## src/rtl/rx_funcmod_if.sv

```systemverilog
// Serial receiver bus: line and enable in, received byte, done pulse and framing flag out.
interface rx_funcmod_if;
  logic       RXD;
  logic       iCall;
  logic       oDone;
  logic [7:0] oData;
  logic       oErr;

  modport master (output RXD, output iCall, input oDone, input oData, input oErr);
  modport slave  (input RXD, input iCall, output oDone, output oData, output oErr);
endinterface

```

## src/rtl/rx_funcmod.sv

```systemverilog
// 8N1 UART receiver: mid-bit sampling timed from the synchronized start edge,
// one-cycle done pulse, byte and framing flag held between frames.
module rx_funcmod #(
  parameter logic [8:0] B115K2 = 9'd434,
  parameter logic [8:0] HALF   = 9'd217
) (
  input  logic        CLOCK,
  input  logic        RESET,
  rx_funcmod_if.slave bus
);

  typedef enum logic [2:0] {HUNT, START, DATA, STOP, DONE} state_t;

  state_t     state, state_n;
  logic       sync_a, sync_b, sync_prev;
  logic [8:0] c1, c1_n;
  logic [3:0] bidx, bidx_n;
  logic [7:0] shift, shift_n;
  logic [7:0] data_q, data_n;
  logic       err_q, err_n;
  logic       sample;

  // sync_b is the only view of the line the FSM uses; sync_prev gives the edge
  always_ff @(posedge CLOCK) begin
    if (RESET) begin
      sync_a    <= 1'b1;
      sync_b    <= 1'b1;
      sync_prev <= 1'b1;
      state     <= HUNT;
      c1        <= 9'd0;
      bidx      <= 4'd0;
      shift     <= 8'h00;
      data_q    <= 8'h00;
      err_q     <= 1'b0;
    end else begin
      sync_a    <= bus.RXD;
      sync_b    <= sync_a;
      sync_prev <= sync_b;
      state     <= state_n;
      c1        <= c1_n;
      bidx      <= bidx_n;
      shift     <= shift_n;
      data_q    <= data_n;
      err_q     <= err_n;
    end
  end

  // Start-bit sample lands HALF clocks after the edge, every later one a full bit apart
  assign sample = (state == START) ? (c1 == HALF - 9'd1) : (c1 == B115K2 - 9'd1);

  always_comb begin
    state_n = state;
    c1_n    = c1 + 9'd1;
    bidx_n  = bidx;
    shift_n = shift;
    data_n  = data_q;
    err_n   = err_q;
    case (state)
      HUNT: begin
        c1_n   = 9'd0;
        bidx_n = 4'd0;
        if (bus.iCall && sync_prev && !sync_b)
          state_n = START;
      end
      START: begin
        if (sample) begin
          c1_n    = 9'd0;
          state_n = sync_b ? HUNT : DATA;
        end
      end
      DATA: begin
        if (sample) begin
          c1_n                = 9'd0;
          shift_n[bidx[2:0]]  = sync_b;
          bidx_n              = bidx + 4'd1;
          if (bidx == 4'd7)
            state_n = STOP;
        end
      end
      STOP: begin
        if (sample) begin
          c1_n    = 9'd0;
          bidx_n  = bidx + 4'd1;
          data_n  = shift;
          err_n   = ~sync_b;
          state_n = DONE;
        end
      end
      DONE: begin
        c1_n    = 9'd0;
        state_n = HUNT;
      end
      default: begin
        c1_n    = 9'd0;
        state_n = HUNT;
      end
    endcase
    // Dropping iCall abandons the frame, but a completed frame always reports
    if (!bus.iCall && state != DONE) begin
      state_n = HUNT;
      c1_n    = 9'd0;
      bidx_n  = 4'd0;
      data_n  = data_q;
      err_n   = err_q;
    end
  end

  assign bus.oDone = (state == DONE);
  assign bus.oData = data_q;
  assign bus.oErr  = err_q;

endmodule

```

## src/flat_wrapper.sv

```systemverilog
// flat-port wrapper written by rule: the top's interface ports become plain ports
module rx_funcmod_flat 
#(
  parameter logic [8:0] B115K2 = 9'd434,
  parameter logic [8:0] HALF   = 9'd217
)
  (CLOCK, RESET, bus_RXD, bus_iCall, bus_oDone, bus_oData, bus_oErr);
  rx_funcmod_if bus_i ();
  input  logic CLOCK;
  input  logic RESET;
  input wire logic [$bits(bus_i.RXD)-1:0] bus_RXD;
  input wire logic [$bits(bus_i.iCall)-1:0] bus_iCall;
  output wire logic [$bits(bus_i.oDone)-1:0] bus_oDone;
  output wire logic [$bits(bus_i.oData)-1:0] bus_oData;
  output wire logic [$bits(bus_i.oErr)-1:0] bus_oErr;
  assign bus_i.RXD = bus_RXD;
  assign bus_i.iCall = bus_iCall;
  assign bus_oDone = bus_i.oDone;
  assign bus_oData = bus_i.oData;
  assign bus_oErr = bus_i.oErr;
  rx_funcmod #(.B115K2(B115K2), .HALF(HALF)) u_core (.CLOCK(CLOCK), .RESET(RESET), .bus(bus_i));
endmodule
```

## config.mk

```make
export PLATFORM = sky130hd
export DESIGN_NAME = rx_funcmod_flat
export DESIGN_NICKNAME = d
export VERILOG_FILES = /design/src/rtl/rx_funcmod_if.sv /design/src/rtl/rx_funcmod.sv /design/src/flat_wrapper.sv
export SDC_FILE = /design/constraint.sdc
export NUM_CORES = 1
export LEC_CHECK = 0
export ABC_AREA = 1
export ABC_CLOCK_PERIOD_IN_PS = 3200
export BUFFER_PORTS_ARGS = -buffer_cell sky130_fd_sc_hd__buf_2
export CELL_PAD_IN_SITES_DETAIL_PLACEMENT = 1
export CELL_PAD_IN_SITES_GLOBAL_PLACEMENT = 1
export CORE_ASPECT_RATIO = 0.75
export CORE_MARGIN = 5
export CORE_UTILIZATION = 46
export DETAILED_ROUTE_END_ITERATION = 8
export HOLD_SLACK_MARGIN = 0.15
export PLACE_DENSITY_LB_ADDON = 0.1
export SYNTH_ARGS = -nofsm -noshare
export SYNTH_HDL_FRONTEND = slang
export SYNTH_SLANG_ARGS = --single-unit
```

## constraint.sdc

```tcl
create_clock -name CLOCK -period 3.2 [get_ports CLOCK]
set_input_delay 0.48 -clock CLOCK [delete_from_list [all_inputs] [get_ports CLOCK]]
set_output_delay 0.48 -clock CLOCK [all_outputs]
set_load 0.01 [all_outputs]
```

==> results of run 1 <==
metrics by stage:
stage / utilization / hold slack [ns] / cells / total power (W) / setup slack (ns)
floorplan: - / 0.389 / 244 / 0.000478 / 1.82
global placement: 0.511 / 0.391 / 305 / 0.000484 / 1.46
detailed placement: 0.511 / 0.395 / 305 / 0.000484 / 1.41
CTS: 0.536 / 0.365 / 313 / 0.000815 / 1.53
global route: 0.536 / 0.363 / 313 / 0.000845 / 1.42
finish: 0.536 / 0.377 / 313 / 0.000800 / 1.56
layout make-up:
class / count / area (sq um)
Clock inverter: 2 / 10.0
Multi-Input combinational cell: 165 / 881
Inverter: 39 / 151
Sequential cell: 36 / 721
Fill cell: 499 / 1710
Clock buffer: 6 / 82.6
Timing Repair Buffer: 13 / 65.1
Tap cell: 52 / 65.1
cells by family (layout without fill, tap and decap cells):
kind of cell	count (synthesis)	count (layout)	synth area share
adders and majority gates	2	2	0.0141
and+or+nand+nor	144	144	0.412
AOI/OAI and AO/OA	13	13	0.0410
DFF	36	36	0.407
xor gates and xnor gates	6	6	0.0297
buffers and inverters	43	60	0.0960
placed cells by master (no fill, tap or decap), types with 6 or more instances in the layout:
cell,synthesis,layout
buf_2,0,13
inv_1,35,35
nand4_1,17,17
nor3_2,8,8
nand2_1,44,44
nor2_1,45,45
dfxtp_1,36,36
clkbuf_8,0,6
nand3_1,12,12
a21oi_1,7,7
state kept, by name (all words and copies together) (netlist names):
signal and flops:
u_core.bidx 4, u_core.sync_prev 1, u_core.state 3, u_core.sync_b 1, u_core.shift 8, u_core.c1 9, u_core.bus.oData 8, u_core.bus.oErr 1
u_core.sync_a 1
layer usage:
metal	share of wire	global-route usage
met1	0.54	0.238
met2	0.41	0.245
met3	0.036	0.0506
met4	0.0092	0.0560
met5	0	0
worst max path at each step:
stage                                      start                          end  slack [ns]  depth (start not counted)
finish               u_core.bidx[0]$_SDFFE_PP0P_  u_core.bidx[3]$_SDFFE_PP0P_        1.56                          7
global route         u_core.bidx[0]$_SDFFE_PP0P_  u_core.bidx[3]$_SDFFE_PP0P_        1.42                          7
global placement                           RESET      u_core.c1[3]$_SDFF_PP0_        1.46                          6
CTS                 u_core.state[2]$_SDFFE_PP0P_                    bus_oDone        1.53                          3
detailed placement                         RESET      u_core.c1[3]$_SDFF_PP0_        1.41                          6
floorplan           u_core.state[0]$_SDFFE_PP0P_      u_core.c1[3]$_SDFF_PP0_        1.82                          5
power groups by stage:
stage / Sequential, W / Combinational (W) / Clock [W]
after floorplan: 0.000461 / 0.0000172 / 0
after global placement: 0.000462 / 0.0000224 / 0
after detailed placement: 0.000462 / 0.0000226 / 0
after CTS: 0.000451 / 0.0000226 / 0.000341
after global routing: 0.000451 / 0.0000258 / 0.000368
final: 0.000451 / 0.0000222 / 0.000326
==> impl_metrics.ini, run 1 <==
[yosys]
syn_inst = 244
synth_seq_cells = 36
ys_types = 29
synth_flop_cell = dfxtp_1
synthArstFlopShare = 0
synth_nets = 250
synth_top_area_frac = 0.407
avgSynthCellArea_sq_um = 7.26
synth.area.top_cells = dfxtp_1, nor2_1, nand2_1
syn_area_sq_mm = 0.00177
synth.top_cells.by_count = nor2_1, nand2_1, dfxtp_1
synth_edf_count = 0
ys_seq_area_frac = 0.407
synth_top_cell_by_area = dfxtp_1
synth_warnings = 0
yosysMostFrequentCell = nor2_1

[floorplanning]
die_y_um = 63.7
die_area_sq_mm = 0.00521
placementRows = 19
dieWidth_um = 81.7
pin_count = 14
core_area_sq_mm = 0.00368
initial_core_util = 0.481

[routing]
wl_mm = 3.71
num_vias = 1499
vias_per_cell = 4.79
drt_iter0_markers = 72
dr.pass1.iters = 4
wire_per_inst_um = 11.9
postRouteAntennaNets = 0
drc_errors = 0

[power_and_ir_drop]
power.density_mw_per_mm2 = 405
p_leak_nw = 0.916
peakVddDrop_mv = 0.294
clkPwrFrac = 0.408
swShare = 0.215
net-switching-power_w = 0.000172
seqPwrFrac = 0.564
internal_power_w = 0.000628
power_frac_comb = 0.028

[cts]
cts.htree.levels = 2
cts_sinks = 36
root_buffer = clkbuf_8
clock_path_buffers = 2
clock_latency_ns = 0.28
ctsHoldBuffers = 0
clkTransAtPathRegs_ns = 0.07
cts_buffers = 5
ctsResizeCount = 0
cts_setup_buffers = 0
cts_tree = built

[setup_path]
r2r-end = u_core.bidx[3]$_SDFFE_PP0P_
r2r_slack_ns = 1.56
cp-end-kind = register
path_class = reg -> reg
timing.rr.start = u_core.bidx[0]$_SDFFE_PP0P_
reg2reg_depth = 7
worstPathRequired_ns = 3.42
path_buf_inv = 2
crit_fanout = 11
crit_arrival_ns = 1.86
critPathLaunchType = register
crit_chain = clkinv_1, nor2_1, xor2_1, nand2_1, inv_1, nand2_1, a21oi_1
critPathSlowestCell = dfxtp_1
crit_family = flip-flops
critical_path.most_common_cell = nand2_1
critPathMaxStageDelay_ns = 0.55

[sta]
fmax_mhz = 608
fin_tns_setup_ns = 0
slew_headroom = 0.743
slew_violations = 0
fin_crit_ns = 1.64
setup_viol = 0
final_hold_viol_count = 0
finClkSkew_ns = 0.00136
finalCritPeriodShare = 0.514
worst_pin_slew_ns = 0.384
rsz0062_at_grt = no

[grt]
grt_max_degree = 12
grt-ovfl-total = 0
grt_pass1_wl_mm = 6.87
grt_pass1_vias = 1512
grt_antenna_before_repair = 0
grt_use_total = 0.169

[place]
dpl-instance-area_sq_mm = 0.00188
port_buffers = 13
gp_congestion = 0.864
hpwlAfterDp_mm = 2.88

[finish]
drive_above_1_share = 0.180
nNetsFinal = 266
postLayoutCellArea_sq_mm = 0.00198
area_growth_pct = 11.5
diodes = 0

[run_status]
outcome = finished clean

[worst_hold_path]
whs_path_depth = 2
hold_class = in -> reg
hold_end = u_core.sync_a$_SDFF_PP1_
min_from = bus_RXD

[flow_run]
maxCapViolCount = 0
(Power assumes the default switching activity.)
==> run 2: changes to the inputs <==
Settings changed: ABC_AREA 1 to 0, ABC_CLOCK_PERIOD_IN_PS 3200 to 1500, CORE_UTILIZATION 46 to 40.
Clock period 3.2 ns to 1.5 ns, I/O delays scaled along.
==> impl_metrics.ini, run 2 <==
[run_status]
outcome = complete, but fails checks
violations = setup timing

[power_and_ir_drop]
swShare = 0.219
net-switching-power_w = 0.000364
peakVddDrop_mv = 0.558
seqPwrFrac = 0.579
p_leak_nw = 0.748
power.density_mw_per_mm2 = 800
clkPwrFrac = 0.390
internal_power_w = 0.00130
power_frac_comb = 0.031

[setup_path]
path_class = reg -> reg
crit_family = simple AND/OR/NAND/NOR gates
cp-end-kind = register
path_buf_inv = 1
critPathMaxStageDelay_ns = 0.39
critPathLaunchType = register
crit_arrival_ns = 1.73
worstPathRequired_ns = 1.71
crit_chain = and4bb_4, and4_4, buf_6, nand4_1, a31oi_4
critPathSlowestCell = and4bb_4
crit_fanout = 6

[sta]
fin_tns_setup_ns = -0.0483
setup_viol = 2
final_hold_viol_count = 0
fin_crit_ns = 1.53
finClkSkew_ns = 0.00880
finalCritPeriodShare = 1.02
timing.final.ws_setup_ns = -0.0296
rsz0062_at_grt = yes
worst_pin_slew_ns = 0.377
slew_headroom = 0.748
fmax_mhz = 654
slew_violations = 0

[yosys]
syn_area_sq_mm = 0.00164
synth_top_cell_by_area = dfxtp_1
yosysMostFrequentCell = dfxtp_1
synth.top_cells.by_count = dfxtp_1, nor2_1, nand3_1, o21ai_0, a21oi_1
synth_warnings = 0
synthArstFlopShare = 0
syn_inst = 187
ys_seq_area_frac = 0.441
avgSynthCellArea_sq_um = 8.75
synth.area.top_cells = dfxtp_1, nand3_1, o21ai_0
synth_flop_cell = dfxtp_1
synth_seq_cells = 36
synth_nets = 193
synth_edf_count = 0
synth_top_area_frac = 0.441
ys_types = 39

[cts]
clock_path_buffers = 2
cts_sinks = 36
cts_buffers = 5
cts_setup_buffers = 0
cts.htree.levels = 2
cts_tree = built
clock_latency_ns = 0.29
clkTransAtPathRegs_ns = 0.07
root_buffer = clkbuf_8

[grt]
grt_pass1_wl_mm = 7.78
grt_pass1_vias = 1580
grt_antenna_before_repair = 0
grt-ovfl-total = 0
grt_use_total = 0.179
grt_max_degree = 24

[finish]
layout_commonest_cell = dfxtp_1
drive_above_1_share = 0.303
regMostFlops = u_core.c1
final_cells = 273
largest_reg_flops = 9
nNetsFinal = 224
area_growth_pct = 26.9
layout_common_cells = dfxtp_1, buf_4, nor2_1, nand3_1, buf_2
postLayoutCellArea_sq_mm = 0.00208
final_util = 0.518
diodes = 0
n_fill_cell = 479

[floorplanning]
placementRows = 20
core_area_sq_mm = 0.00400
initial_core_util = 0.408
die_y_um = 65.4
dieWidth_um = 83.8
pin_count = 14
die_area_sq_mm = 0.00548

[place]
gp_congestion = 0.836
dp.cells = 265
dpl-instance-area_sq_mm = 0.00189
port_buffers = 13
hpwlAfterDp_mm = 3.29

[routing]
dr.pass1.iters = 4
vias_per_cell = 5.39
wire_per_inst_um = 16.8
postRouteAntennaNets = 0
num_vias = 1472
drc_errors = 0
drt_iter0_markers = 85
wl_mm = 4.58

[flow_run]
maxCapViolCount = 0

[worst_hold_path]
hold_class = in -> reg
## run 2: cell count changes after synthesis, sizes merged, moves of 4 or more
| cell | previous run | this run |
|---|---|---|
| o31ai | 0 | 6 |
| o21ai | 4 | 14 |
| nand2b | 0 | 6 |
| xnor2 | 1 | 5 |
| nor2b | 0 | 5 |
| clkbuf | 3 | 8 |
| inv | 37 | 4 |
| nor2 | 48 | 16 |
| nand2 | 49 | 7 |
| nor3 | 13 | 3 |
| nand4 | 17 | 8 |
| mux2i | 0 | 4 |
## run 2: final cells by class
class	instances	area, sq um	area share
timing repair buffer	36	251	0.121
multi-input combinational	135	940	0.453
sequential	36	723	0.348
clock buffer	6	72.6	0.0350
tap	55	68.8	0.0332
inverter	4	15.0	0.00723
clock inverter	1	5.00	0.00241
## run 2: routing by layer
metal,track usage,wire [um],vias to the layer above
met1,0.241,2350,716
met5,0,0,-
li1,-,-,728
met3,0.0414,144,7
met4,0.0582,63,0
met2,0.286,2020,21
## run 2: timing repair
item | 4_1_cts | 5_1_grt
setup endpoints to repair | 16 | 29
pin swaps | 4 | 5
hold buffers | 1 | 0
gates resized for setup | 7 | 25
endpoints found under the hold margin | 1 | 0
## run 2: final timing paths
check	from	endpoint	slack, ns	depth (start not counted)
setup / recovery	u_core.c1[1]$_SDFF_PP0_	u_core.state[0]$_SDFFE_PP0P_	-0.03	5
hold / removal	RESET	u_core.state[2]$_SDFFE_PP0P_	0.37	4
setup reg to reg	u_core.c1[1]$_SDFF_PP0_	u_core.state[0]$_SDFFE_PP0P_	-0.03	5
hold reg to reg	u_core.sync_a$_SDFF_PP1_	u_core.sync_b$_SDFF_PP1_	0.43	1
## run 2: cells by family after synthesis
group                      count (synthesis)  share of synthesized area
adders and majority gates                  2                     0.0153
xor gates and xnor gates                   8                     0.0428
DFF                                       36                      0.441
muxes                                      4                     0.0245
and+or+nand+nor                           82                      0.297
buffers and inverters                     16                     0.0390
AOI/OAI and AO/OA                         39                      0.141
## run 2: metrics by stage
step	hold WS, ns	worst slack, ns	total power [W]
after floorplan	0.329	0.00517	0.00101
after global placement	0.401	-0.0486	0.00103
after detailed placement	0.416	-0.0619	0.00103
after CTS	0.367	-0.00817	0.00168
after global routing	0.373	-0.0935	0.00174
final	0.372	-0.0296	0.00166
## run 2: tightest hold or removal path, stage by stage
cell and delay (ns):
buf_2 0.10, or3b_4 0.13, buf_4 0.12, nor2_1 0.05
## run 2: power groups by stage
stage                     Sequential (W)  Clock, W  Combinational (W)
final                           0.000962  0.000647          0.0000513
after CTS                       0.000961  0.000668          0.0000488
after detailed placement        0.000983         0          0.0000444
after global placement          0.000983         0          0.0000428
after floorplan                 0.000982         0          0.0000244
after global routing            0.000961  0.000720          0.0000570
==> run 3: changes to the inputs <==
Settings changed: ABC_CLOCK_PERIOD_IN_PS 1500 to 1200, HOLD_SLACK_MARGIN 0.15 to 0.06.
Clock period 1.5 ns to 1.2 ns, I/O delays scaled along.
==> impl_metrics.ini, run 3 (same netlist as run 2, synthesis figures left out) <==
[setup_path]
crit_fanout = 5
critPathLaunchType = register
timing.rr.start = u_core.c1[1]$_SDFF_PP0_
critPathMaxStageDelay_ns = 0.39
worstPathRequired_ns = 1.36
crit_chain = and4bb_4, nand4_1, buf_4, o21ai_2, o31ai_2
r2r_slack_ns = -0.35
crit_arrival_ns = 1.71
r2r-end = u_core.shift[7]$_SDFFE_PP0P_
critPathSlowestCell = and4bb_4
path_class = reg -> reg
cp-end-kind = register
reg2reg_depth = 5

[sta]
finClkSkew_ns = 0.0124
fin_crit_ns = 1.55
finalCritPeriodShare = 1.29
final_hold_viol_count = 0
hold-worst-slack_ns = 0.0795
rsz0062_at_grt = yes
timing.final.ws_setup_ns = -0.347
worst_pin_slew_ns = 0.344
slew_violations = 0
setup_viol = 34
fmax_mhz = 647
slew_headroom = 0.770

[cts]
clock_latency_ns = 0.29
cts_sinks = 36
cts_buffers = 5
cts.htree.levels = 2
ctsHoldBuffers = 0
clkTransAtPathRegs_ns = 0.06
clock_path_buffers = 2
cts_tree = built
root_buffer = clkbuf_8

[floorplanning]
die_y_um = 65.4
die_area_sq_mm = 0.00548
initial_core_util = 0.408
core_area_sq_mm = 0.00400
dieWidth_um = 83.8
pin_count = 14
placementRows = 20

[finish]
final_cells = 285
area_growth_pct = 40.4
layout_commonest_cell = buf_4
diodes = 0
drive_above_1_share = 0.396
n_fill_cell = 463
layout_common_cells = buf_4, dfxtp_1, nor2_1, nand3_1, buf_2
final-seq-area_sq_um = 733
largest_reg_flops = 9
multi_input_area_sq_mm = 0.00103
nNetsFinal = 235
regMostFlops = u_core.c1

[routing]
dr.pass1.iters = 4
num_vias = 1576
postRouteAntennaNets = 0
vias_per_cell = 5.53
wire_per_inst_um = 17.9
drc_errors = 0
wl_mm = 5.09
drt_iter0_markers = 60

[place]
dp.cells = 272
hpwlAfterDp_mm = 3.24
gp_congestion = 0.820
port_buffers = 13

[run_status]
violations = setup timing
outcome = complete, but fails checks

[flow_run]
maxCapViolCount = 0

[grt]
grt_max_degree = 24
grt_pass1_wl_mm = 8.09
grt_antenna_before_repair = 0
grt_use_total = 0.184
grt-ovfl-total = 0
grt_pass1_vias = 1616

[power_and_ir_drop]
power.density_mw_per_mm2 = 1010
p_leak_nw = 0.825
peakVddDrop_mv = 0.591

[worst_hold_path]
whs_path_depth = 2
hold_end = u_core.sync_a$_SDFF_PP1_
min_from = bus_RXD
hold_class = in -> reg
run 3: cell count changes in the layout (fill, tap and decap cells not counted), sizes merged:
cell | before | now
buf | 35 | 46
a211o | 1 | 2
bufinv | 0 | 1
dlygate4sd3 | 1 | 0
run 3: power by group:
group / total, W / internal [W] / leakage, nW / switching (W)
Combinational: 0.0000630 / 0.0000255 / 0.474 / 0.0000375
Sequential: 0.00120 / 0.00120 / 0.296 / 0.00000354
Clock: 0.00105 / 0.000616 / 0.0552 / 0.000433
run 3: area by class of cell:
| class | instances | area share |
|---|---|---|
| multi-input cells | 136 | 0.449 |
| clock inverters | 2 | 0.0153 |
| well taps | 55 | 0.0300 |
| flip-flops and latches | 36 | 0.319 |
| inverters | 4 | 0.00654 |
| repair buffers | 46 | 0.148 |
| clock buffers | 6 | 0.0316 |
run 3: how the worst max path moves through the flow:
stage,to,slack (ns),from,cells after the start
floorplan,u_core.bidx[0]$_SDFFE_PP0P_,-0.22,u_core.c1[2]$_SDFF_PP0_,4
global placement,u_core.bidx[0]$_SDFFE_PP0P_,-0.35,u_core.c1[2]$_SDFF_PP0_,4
detailed placement,u_core.shift[7]$_SDFFE_PP0P_,-0.33,u_core.c1[2]$_SDFF_PP0_,5
CTS,u_core.bidx[0]$_SDFFE_PP0P_,-0.30,u_core.c1[1]$_SDFF_PP0_,4
global route,u_core.state[0]$_SDFFE_PP0P_,-0.40,u_core.c1[1]$_SDFF_PP0_,5
finish,u_core.shift[7]$_SDFFE_PP0P_,-0.35,u_core.c1[1]$_SDFF_PP0_,5
run 3: per-stage QoR:
| step | setup TNS, ns | total power [W] | utilization | worst slack, ns | instance area, sq um |
|---|---|---|---|---|---|
| 2_1_floorplan | -4.31 | 0.00126 | - | -0.223 | 1680 |
| 3_3_place_gp | -7.73 | 0.00128 | 0.498 | -0.350 | 1990 |
| 3_5_place_dp | -8.80 | 0.00128 | 0.498 | -0.327 | 1990 |
| 4_1_cts | -7.33 | 0.00232 | 0.558 | -0.305 | 2240 |
| 5_1_grt | -10.34 | 0.00238 | 0.573 | -0.397 | 2300 |
| 6_report | -8.03 | 0.00231 | 0.573 | -0.347 | 2300 |
run 3: repair_timing:
item | CTS | global route
endpoints found under the setup margin | 34 | 34
gates cloned | 1 | 0
setup buffers | 2 | 2
gates resized for setup | 21 | 17
pin swaps | 7 | 10
run 3: metal layers:
metal	GRT usage	up-vias	share of wire
met3	0.0376	9	0.034
met2	0.302	27	0.47
met4	0.0542	0	0.013
met1	0.248	783	0.48
met5	0	-	0
li1	-	757	-
run 3: critical path, delay by kind of cell (launching register included):
family                 cells  cell delay, ns
flip-flops                 1            0.32
buffers and inverters      1            0.24
AO/OA/AOI/OAI              2            0.24
AND/OR/NAND/NOR            2            0.64
